File: src/rtl/roce_pkg.sv
// Shared types and constants for the RoCE DMA write splitter.
// Widths are fixed here; the command struct and the splitter state are built from them.
package roce_pkg;

  localparam int unsigned DATA_W    = 512;
  localparam int unsigned ADDR_W    = 64;
  localparam int unsigned LEN_W     = 32;
  localparam int unsigned DEST_W    = 4;
  localparam int unsigned BOUNDARY  = 4096;
  localparam int unsigned BEAT_B    = DATA_W / 8;
  localparam int unsigned BEAT_BITS = $clog2(BEAT_B);
  localparam int unsigned PAGE_BITS = $clog2(BOUNDARY);
  localparam logic [ADDR_W-1:0] PAGE_MASK = ADDR_W'(BOUNDARY - 1);

  typedef struct packed {
    logic [LEN_W-1:0]  len;
    logic [ADDR_W-1:0] vaddr;
  } dma_cmd_t;

  typedef enum logic [1:0] {
    ST_IDLE  = 2'd0,
    ST_ISSUE = 2'd1,
    ST_DATA  = 2'd2
  } split_state_e;

  // Shift-and-round-up form avoids the carry out of (len + BEAT_B - 1).
  function automatic logic [LEN_W-1:0] ceil_beats(input logic [LEN_W-1:0] len);
    return (len >> BEAT_BITS) + LEN_W'(|len[BEAT_BITS-1:0]);
  endfunction

endpackage

File: src/rtl/roce_wr_split_calc.sv
// Sub-command sizing: bytes left before the next page boundary, clipped to what remains,
// and the number of data beats that sub-command occupies.
module roce_wr_split_calc
  import roce_pkg::*;
(
  input  logic [PAGE_BITS-1:0] i_page_off,
  input  logic [LEN_W-1:0]     i_rem_len,
  input  logic                 i_unsplit,
  output logic [LEN_W-1:0]     o_sub_len,
  output logic [LEN_W-1:0]     o_beats
);

  logic [LEN_W-1:0] w_room;

  assign w_room    = LEN_W'(BOUNDARY) - LEN_W'(i_page_off);
  // A misaligned command is passed through whole rather than split mid-beat.
  assign o_sub_len = (i_unsplit || (i_rem_len <= w_room)) ? i_rem_len : w_room;
  assign o_beats   = ceil_beats(o_sub_len);

endmodule

File: src/rtl/roce_dma_wr_splitter.sv
// Splits RoCE memory-write commands at page boundaries and re-frames the data stream
// so TLAST closes every sub-command; counts splits and flags length mismatches.
module roce_dma_wr_splitter
  import roce_pkg::*;
(
  input  logic                     net_clk,
  input  logic                     net_areset,
  input  logic                     s_axis_wr_cmd_valid,
  output logic                     s_axis_wr_cmd_ready,
  input  logic [ADDR_W+LEN_W-1:0]  s_axis_wr_cmd_data,
  input  logic [DEST_W-1:0]        s_axis_wr_cmd_dest,
  input  logic                     s_axis_wr_data_valid,
  output logic                     s_axis_wr_data_ready,
  input  logic [DATA_W-1:0]        s_axis_wr_data_data,
  input  logic [BEAT_B-1:0]        s_axis_wr_data_keep,
  input  logic                     s_axis_wr_data_last,
  output logic                     m_axis_wr_cmd_valid,
  input  logic                     m_axis_wr_cmd_ready,
  output logic [ADDR_W+LEN_W-1:0]  m_axis_wr_cmd_data,
  output logic [DEST_W-1:0]        m_axis_wr_cmd_dest,
  output logic                     m_axis_wr_data_valid,
  input  logic                     m_axis_wr_data_ready,
  output logic [DATA_W-1:0]        m_axis_wr_data_data,
  output logic [BEAT_B-1:0]        m_axis_wr_data_keep,
  output logic                     m_axis_wr_data_last,
  output logic [DEST_W-1:0]        m_axis_wr_data_dest,
  output logic [31:0]              split_count,
  output logic                     len_err
);

  split_state_e      r_state;
  logic [ADDR_W-1:0] r_addr;
  logic [LEN_W-1:0]  r_rem_len;
  logic [LEN_W-1:0]  r_sub_len;
  logic [LEN_W-1:0]  r_beats;
  logic [LEN_W-1:0]  r_beat_cnt;
  logic [DEST_W-1:0] r_dest;
  logic              r_unsplit;
  logic              r_err_seen;
  logic              r_cmd_valid;
  logic              r_cmd_ready;
  logic              r_len_err;
  logic [31:0]       r_split_count;

  logic [PAGE_BITS-1:0] w_page_off;
  logic [LEN_W-1:0]     w_sub_len;
  logic [LEN_W-1:0]     w_beats;
  dma_cmd_t             w_cmd_in;
  dma_cmd_t             w_cmd_out;
  logic                 w_misalign;
  logic                 w_in_data;
  logic                 w_cmd_hs;
  logic                 w_beat_hs;
  logic                 w_m_last;
  logic                 w_final_sub;
  logic                 w_last_err;

  assign w_page_off = PAGE_BITS'(r_addr & PAGE_MASK);

  roce_wr_split_calc u_calc (
    .i_page_off (w_page_off),
    .i_rem_len  (r_rem_len),
    .i_unsplit  (r_unsplit),
    .o_sub_len  (w_sub_len),
    .o_beats    (w_beats)
  );

  assign w_cmd_in   = dma_cmd_t'(s_axis_wr_cmd_data);
  assign w_misalign = |w_cmd_in.vaddr[BEAT_BITS-1:0];
  assign w_cmd_out  = '{len: w_sub_len, vaddr: r_addr};
  assign w_cmd_hs   = r_cmd_valid & m_axis_wr_cmd_ready;

  // Data phase is a zero-latency pass-through gated only by the FSM.
  assign w_in_data   = (r_state == ST_DATA);
  assign w_beat_hs   = w_in_data & s_axis_wr_data_valid & m_axis_wr_data_ready;
  assign w_m_last    = (r_beat_cnt == (r_beats - LEN_W'(1)));
  assign w_final_sub = (r_rem_len == r_sub_len);
  // Input TLAST must coincide with the final beat of the whole command.
  assign w_last_err  = w_beat_hs & (s_axis_wr_data_last != (w_m_last & w_final_sub));

  assign s_axis_wr_cmd_ready  = r_cmd_ready;
  assign s_axis_wr_data_ready = w_in_data & m_axis_wr_data_ready;
  assign m_axis_wr_cmd_valid  = r_cmd_valid;
  assign m_axis_wr_cmd_data   = w_cmd_out;
  assign m_axis_wr_cmd_dest   = r_dest;
  assign m_axis_wr_data_valid = w_in_data & s_axis_wr_data_valid;
  assign m_axis_wr_data_data  = s_axis_wr_data_data;
  assign m_axis_wr_data_keep  = s_axis_wr_data_keep;
  assign m_axis_wr_data_last  = w_m_last;
  assign m_axis_wr_data_dest  = r_dest;
  assign split_count          = r_split_count;
  assign len_err              = r_len_err;

  always_ff @(posedge net_clk or posedge net_areset) begin
    if (net_areset) begin
      r_state       <= ST_IDLE;
      r_addr        <= '0;
      r_rem_len     <= '0;
      r_sub_len     <= '0;
      r_beats       <= '0;
      r_beat_cnt    <= '0;
      r_dest        <= '0;
      r_unsplit     <= 1'b0;
      r_err_seen    <= 1'b0;
      r_cmd_valid   <= 1'b0;
      r_cmd_ready   <= 1'b0;
      r_len_err     <= 1'b0;
      r_split_count <= '0;
    end else begin
      r_len_err <= 1'b0;
      case (r_state)
        ST_IDLE: begin
          if (r_cmd_ready && s_axis_wr_cmd_valid) begin
            r_cmd_ready <= 1'b0;
            r_addr      <= w_cmd_in.vaddr;
            r_rem_len   <= w_cmd_in.len;
            r_dest      <= s_axis_wr_cmd_dest;
            r_unsplit   <= w_misalign;
            r_err_seen  <= w_misalign;
            r_len_err   <= w_misalign;
            r_cmd_valid <= 1'b1;
            r_state     <= ST_ISSUE;
          end else begin
            r_cmd_ready <= 1'b1;
          end
        end
        ST_ISSUE: begin
          if (w_cmd_hs) begin
            r_cmd_valid <= 1'b0;
            r_sub_len   <= w_sub_len;
            r_beats     <= w_beats;
            r_beat_cnt  <= '0;
            r_state     <= (w_sub_len == '0) ? ST_IDLE : ST_DATA;
          end
        end
        ST_DATA: begin
          if (w_beat_hs) begin
            // Report at most one mismatch per command even if TLAST is both early and missing.
            if (w_last_err && !r_err_seen) begin
              r_len_err  <= 1'b1;
              r_err_seen <= 1'b1;
            end
            if (w_m_last) begin
              r_addr     <= r_addr + ADDR_W'(r_sub_len);
              r_rem_len  <= r_rem_len - r_sub_len;
              r_beat_cnt <= '0;
              if (w_final_sub) begin
                r_state <= ST_IDLE;
              end else begin
                r_split_count <= r_split_count + 32'd1;
                r_cmd_valid   <= 1'b1;
                r_state       <= ST_ISSUE;
              end
            end else begin
              r_beat_cnt <= r_beat_cnt + LEN_W'(1);
            end
          end
        end
        default: begin
          r_state     <= ST_IDLE;
          r_cmd_valid <= 1'b0;
          r_cmd_ready <= 1'b0;
        end
      endcase
    end
  end

endmodule

File: config.mk
export PLATFORM = sky130hd
export DESIGN_NAME = roce_dma_wr_splitter
export DESIGN_NICKNAME = d
export VERILOG_FILES = /design/src/rtl/roce_pkg.sv /design/src/rtl/roce_wr_split_calc.sv /design/src/rtl/roce_dma_wr_splitter.sv
export SDC_FILE = /design/constraint.sdc
export NUM_CORES = 1
export LEC_CHECK = 0
export BUFFER_PORTS_ARGS = -buffer_cell sky130_fd_sc_hd__buf_2
export CAP_MARGIN = 20
export CORE_AREA = 3 3 546 548
export DETAILED_ROUTE_END_ITERATION = 7
export DIE_AREA = 0 0 549 551
export GPL_TIMING_DRIVEN = 0
export PLACE_DENSITY = 0.3
export SLEW_MARGIN = 20
export SYNTH_ARGS = -nofsm -noshare
export SYNTH_HDL_FRONTEND = slang
export SYNTH_SLANG_ARGS = --single-unit
File: constraint.sdc
create_clock -name net_clk -period 8.7 [get_ports net_clk]
set_input_delay 0 -clock net_clk [delete_from_list [all_inputs] [get_ports net_clk]]
set_output_delay 0 -clock net_clk [all_outputs]
set_load 0.05 [all_outputs]
Yosys cells after proc, flatten, opt, wreduce, memory -nomap -nowiden
Index checks and enable logic that the tools add are counted.
- flip-flop bits (word level): 235
- word-level logic and storage cells: 94
- add/subtract/negate cells: 7
- order comparisons: 1
- equality and inequality tests: 11
- muxes and demuxes: 36
- bitwise gates (word level): 7
- reduce and logical (&&, ||, !) cells: 19
- operators with widths (operator ; count):
    two-way mux 32 bit ; 7
    two-way mux 64 bit ; 3
    case mux 32 bit (2 select lines) ; 2
    case mux 64 bit (2 select lines) ; 1
    adder 32 x 1 -> 32 bit (second input constant) ; 2
    adder 64 x 32 -> 64 bit ; 1
    equality test 32 bit ; 2
    <= comparator 32 bit ; 1
    zero test 32 bit ; 1
    subtractor 32 x 1 -> 32 bit (second input constant) ; 1
    subtractor 32 bit ; 1
    adder 26 x 1 -> 27 bit ; 1
    AND reduction 4 bit ; 4
    subtractor 13 x 12 -> 14 bit (first input constant) ; 1
    two-way mux 1 bit ; 13
    OR reduction 6 bit ; 2
    two-way mux 2 bit ; 5
    AND 1 bit ; 6
    != test 2 x 1 -> 1 bit (second input constant) ; 3
    != test 2 bit (second input constant) ; 3
    case mux 1 bit (2 select lines) ; 3
    case mux 2 bit (3 select lines) ; 1
    AND reduction 5 bit ; 1
    AND reduction 2 bit ; 2
    12 further kinds ; 14

Logic depth before layout (Yosys ltp)
- depth in word-level cells: 9
- gate-level depth with buffers: 25

By module
A second synthesis with hierarchy kept.
- cell total of the unflattened synthesis: 2569
- area, all modules: 21519.4 sq um
- modules (own cells, without submodules) (module ; times used ; cells each ; area each (sq um) ; seq. area each (sq um)):
    roce_dma_wr_splitter ; 1 ; 2337 ; 19954.1 ; 5880.6
    roce_wr_split_calc ; 1 ; 232 ; 1565.3 ; 0.0

Least setup slack after synthesis
Ideal clock, no wire load.
- kind: register to register
- from: register r_addr[2]
- to: register r_beats[22]
- library setup time: 0.133 ns
- arrival time: 6.042 ns
- data required time: 8.567 ns
- setup slack: 2.525 ns
- stages on the path, launching flop included: 22
- buffers on the path: 2
- period minus slack after synthesis: 6.175 ns
- cell sequence: dfrtp_1 nor4_1 nand2_1 or3_1 ha_1 and3_1 and3_1 and2_1 a21o_1 a31o_2 clkbuf_1 clkbuf_1 o21ai_0 ha_1 ha_1 and3_1 nand2_1 nor3_1 nand4_1 nor3_1 xnor2_1 o21ai_0
- elaborated cells between the ends (all ways): 6
- RTL lines (element ; line ; RTL):
    from (decl) ; roce_dma_wr_splitter.sv:32 ; logic [ADDR_W-1:0] r_addr;
    from (signal assigned) ; roce_dma_wr_splitter.sv:115 ; r_addr <= w_cmd_in.vaddr;
    from (signal assigned) ; roce_dma_wr_splitter.sv:144 ; r_addr <= r_addr + ADDR_W'(r_sub_len);
    subtractor 13 x 12 -> 14 bit * ; roce_wr_split_calc.sv:15 ; assign w_room = LEN_W'(BOUNDARY) - LEN_W'(i_page_off);
    <= comparator 32 bit ; roce_wr_split_calc.sv:17 ; assign o_sub_len = (i_unsplit || (i_rem_len <= w_room)) ? i_rem_len : w_room;
    logical OR 1 bit ; roce_wr_split_calc.sv:17 ;
    two-way mux 32 bit * ; roce_wr_split_calc.sv:17 ;
    net m_axis_wr_cmd_data[70] ; roce_dma_wr_splitter.sv:19 ; output logic [ADDR_W+LEN_W-1:0] m_axis_wr_cmd_data,
    adder 26 x 1 -> 27 bit * ; roce_pkg.sv:28 ; return (len >> BEAT_BITS) + LEN_W'(|len[BEAT_BITS-1:0]);
    to (signal assigned) ; roce_dma_wr_splitter.sv:131 ; r_beats <= w_beats;
    to (decl) ; roce_dma_wr_splitter.sv:35 ; logic [LEN_W-1:0] r_beats;
Mark *: on every way through the listed nets, which the timed path passes. The rest lies on a longest branch.
A chain may end at the register's enable or synchronous reset.

Worst setup path in the final report
- from: register r_addr[2]
- to: register r_beats[24]
- longest elaborated chain between the ends: 6
- ends and longest elaborated chain (element ; line):
    subtractor 13 x 12 -> 14 bit * ; roce_wr_split_calc.sv:15
    <= comparator 32 bit ; roce_wr_split_calc.sv:17
    logical OR 1 bit ; roce_wr_split_calc.sv:17
    two-way mux 32 bit * ; roce_wr_split_calc.sv:17
    OR reduction 6 bit ; roce_pkg.sv:28
    adder 26 x 1 -> 27 bit * ; roce_pkg.sv:28
Mark *: on every way between the ends. The rest lies on a longest branch, timed or not.

==> impl_metrics.yaml <==
timing:
  whs_ps: 126
  min_period_ps: 7600
  slew_violations: 0
  fin_crit_sh_pct: 87.4
  fmax_mhz: 132
  finalHoldViolCount: 0
  setup_tns_ps: 0
  slew-limit-headroom_pct: 28.8
  finalSetupViolCount: 0
  skew_ps: 94.9
  tightest_slew_ps: 1070
  rsz0062_at_grt: "no"
grt:
  grt_max_degree: 76
  antenna_found_initial: 76
  gr-total-overflow: 0
  grt_first_pass_wirelength_um: 205000
  grt_usage_pct: 9.92
  grt_pass1_vias: 22600
synthesis:
  synth_cells: 2618
  synth-async-reset-ratio_pct: 100
  synth_area_leaders: "dfrtp_1, buf_4, ha_1, nand2_1, o21ai_0"
  synthFlopType: "dfrtp_1"
  yosysSeqAreaShare_pct: 27.2
  synth_cell_types: 77
  synth_edf_count: 0
  synth_top_cell_by_area: "dfrtp_1"
  ys_ff_latch: 230
  synth_warnings: 0
  synth.avg_cell_area_um2: 8.07
  synth_area_mm2: 0.0211
  synth_top_area_share_pct: 27.2
  syn_nets: 3389
route:
  drc: 0
  drt_iter0_drc: 1136
  wl_per_cell_um: 21.1
  first_pass_iters: 5
  wl_um: 160000
  final_antenna_net_count: 0
  vias: 22500
  viasPerCell: 2.97
setup_path:
  critPathLaunchType: "register"
  cp-end-kind: "register"
  crit_path_max_fanout: 10
  r2r_end: "r_beats[24]$_DFFE_PP0P_"
  worstPathArrival_ps: 8080
  crit_start: "r_addr[2]$_DFFE_PP0P_"
  cp_slowest_cell: "clkbuf_1"
  path_cells: "nor4_1 > nand2_1 > nor4_1 > xnor2_1 > inv_1 > ha_1 > a21o_1 > a2111oi_0 > a31o_2 > clkbuf_1 > buf_1 > clkbuf_1 > nand2_1 > o21ai_0 > ha_1 > ha_1 > and3_1 > nand2_1 > nor3_1 > nand4_1 > nor2_1 > xnor2_1 > o21ai_0"
  rrSetupSlack_ps: 1100
  critPathKind: "reg -> reg"
  crit_path_max_incr_delay_ps: 630
  endpoint: "r_beats[24]$_DFFE_PP0P_"
  r2r_cells: 23
  r2r_start: "r_addr[2]$_DFFE_PP0P_"
  critPathRequiredTime_ps: 9180
pwr:
  pwr-share-comb_pct: 67.5
  peakVddDrop_uv: 149
  power_uw: 11100
  swShare_pct: 58.5
  power_frac_clock_pct: 14.3
  intPower_uw: 4620
  switchingPower_uw: 6520
  power_density_mw_per_mm2: 341
  power.leakage_uw: 0.0149
  seq_power_share_pct: 18.2
hold_path:
  hp-class: "in -> reg"
clock_tree:
  cts_tree: "yes"
  clock-sinks: 230
  cts_setup_buffers: 0
  cts_buffer_depth: 3
  htree_levels: 2
  cts_root_buf: "clkbuf_16"
  clk_pin_slew_ps: 60
  insertion_delay_ps: 650
  cts-resized-gates: 0
  cts_buffers: 38
cells_and_area:
  areaGrowthSynthToFinish_pct: 54.8
  fin_util_pct: 11.1
  final_area_mm2: 0.0327
  fillerInstances: 34100
  drive_above_1_share_pct: 42.3
  layout.nets: 4367
floorplan:
  die_area_mm2: 0.302
  die_width_um: 549
  rows: 199
  coreArea_mm2: 0.294
  die_y_um: 551
  io_pins: 1401
  initial_utilization_pct: 7.20
placement:
  port_buffers: 824
  gp_congestion: 0.972
  dp_hpwl_um: 138000
  place_area_mm2: 0.0303
job:
  maxCapViolCount: 0
run_status:
  status: "finished, final reports clean"
[worst min-delay path by stage]
stage | slack (ps) | startpoint | end | depth (start not counted)
floorplan | 140 | s_axis_wr_cmd_data[45] | r_addr[45]$_DFFE_PP0P_ | 1
global placement | 240 | s_axis_wr_cmd_data[49] | r_addr[49]$_DFFE_PP0P_ | 2
detailed placement | -4 | net_areset | m_axis_wr_cmd_dest[3]$_DFFE_PP0P_ | 2
CTS | 60 | s_axis_wr_cmd_data[54] | r_addr[54]$_DFFE_PP0P_ | 3
global route | 120 | s_axis_wr_cmd_data[56] | r_addr[56]$_DFFE_PP0P_ | 3
finish | 130 | s_axis_wr_data_valid | r_err_seen$_DFFE_PP0P_ | 4
[routing by layer]
layer  wire length [µm]  track usage (%)  vias to the layer above  part of all wire (%)
li1                   -                -                    10500                     -
met1              61300             11.2                    10700                    38
met2              77800             17.3                     1118                    49
met3              14800             3.65                      200                   9.3
met4               4950             2.83                       38                   3.1
met5                655             1.03                        -                  0.41
[through the flow]
stage / setup WS (ps) / instances
after floorplan: 2400 / 2618
after CTS: 1130 / 7543
after detailed placement: 1180 / 7369
after global placement: -2680 / 7361
after global routing: 657 / 7551
final: 1100 / 7566
[sequential cells by signal, indices dropped and copies added (netlist names), 2 cells and up]
| name | count |
|---|---|
| m_axis_wr_cmd_dest | 4 |
| r_addr | 64 |
| r_beat_cnt | 32 |
| r_beats | 27 |
| r_rem_len | 32 |
| r_state | 2 |
| r_sub_len | 32 |
| split_count | 32 |
[area by class of cell]
| class | count | area (µm²) | share of cell area (%) |
|---|---|---|---|
| Timing Repair Buffer | 938 | 5330 | 16.3 |
| Multi-Input combinational cell | 1607 | 10300 | 31.4 |
| Clock inverter | 19 | 208 | 0.635 |
| Inverter | 104 | 398 | 1.22 |
| Sequential cell | 230 | 5760 | 17.6 |
| Tap cell | 3919 | 4900 | 15.0 |
| Clock buffer | 49 | 1030 | 3.16 |
| Buffer | 677 | 4760 | 14.6 |
| Antenna cell | 23 | 57.6 | 0.176 |
[cells in the mapped netlist, types with 70 or more instances]
master and number:
xor2_1 70, dfrtp_1 230, nor2_1 139, o21ai_0 185, clkbuf_1 83, nand3_1 75, ha_1 86, inv_1 104
a21oi_1 125, buf_4 580, xnor2_1 104, nand2_1 258
[layout by cell type (no fill, tap or decap), types with 23 or more instances in the layout]
master / n
inv_1: 103
clkbuf_16: 38
diode_2: 23
nor3_1: 50
nand3_1: 75
xor2_1: 70
dfrtp_1: 230
mux2i_1: 47
o21ai_0: 185
buf_2: 829
nor2_1: 138
nand4_1: 36
nand2_1: 258
clkbuf_1: 78
xnor2_1: 104
a21o_1: 33
buf_4: 581
a21oi_1: 125
nor4_1: 28
ha_1: 86
dlygate4sd3_1: 106
and3_1: 42
[critical path, delay by kind of cell, from the launching register on]
kind / cells / cell delay (ps)
DFF: 1 / 500
and+or+nand+nor: 9 / 2350
xor gates and xnor gates: 2 / 470
buffers and inverters: 4 / 1770
adders and majority gates: 3 / 910
AOI/OAI and AO/OA: 5 / 1440
[cells by family after synthesis]
kind of cell    share of synthesized area, %
buf+inv                                 24.3
xor+xnor                                7.21
mux                                     2.71
compound gates                          15.1
fa+ha+maj                               5.28
simple gates                            18.2
flops                                   27.2
[power by group through the flow]
stage	registers, µW	logic [µW]	clock network, µW
floorplan	2330	4480	0
global placement	2050	7650	0
detailed placement	2060	7660	0
CTS	2050	7740	1690
global route	2100	8210	1700
finish	2030	7520	1590
[timing repair]
| action | 4_1_cts | 5_1_grt |
|---|---|---|
| endpoints found under the hold margin | 205 | 0 |
| endpoints found under the setup margin | 0 | 0 |
| hold buffers | 106 | 0 |
Note: power is estimated with default switching activity, not from simulation.
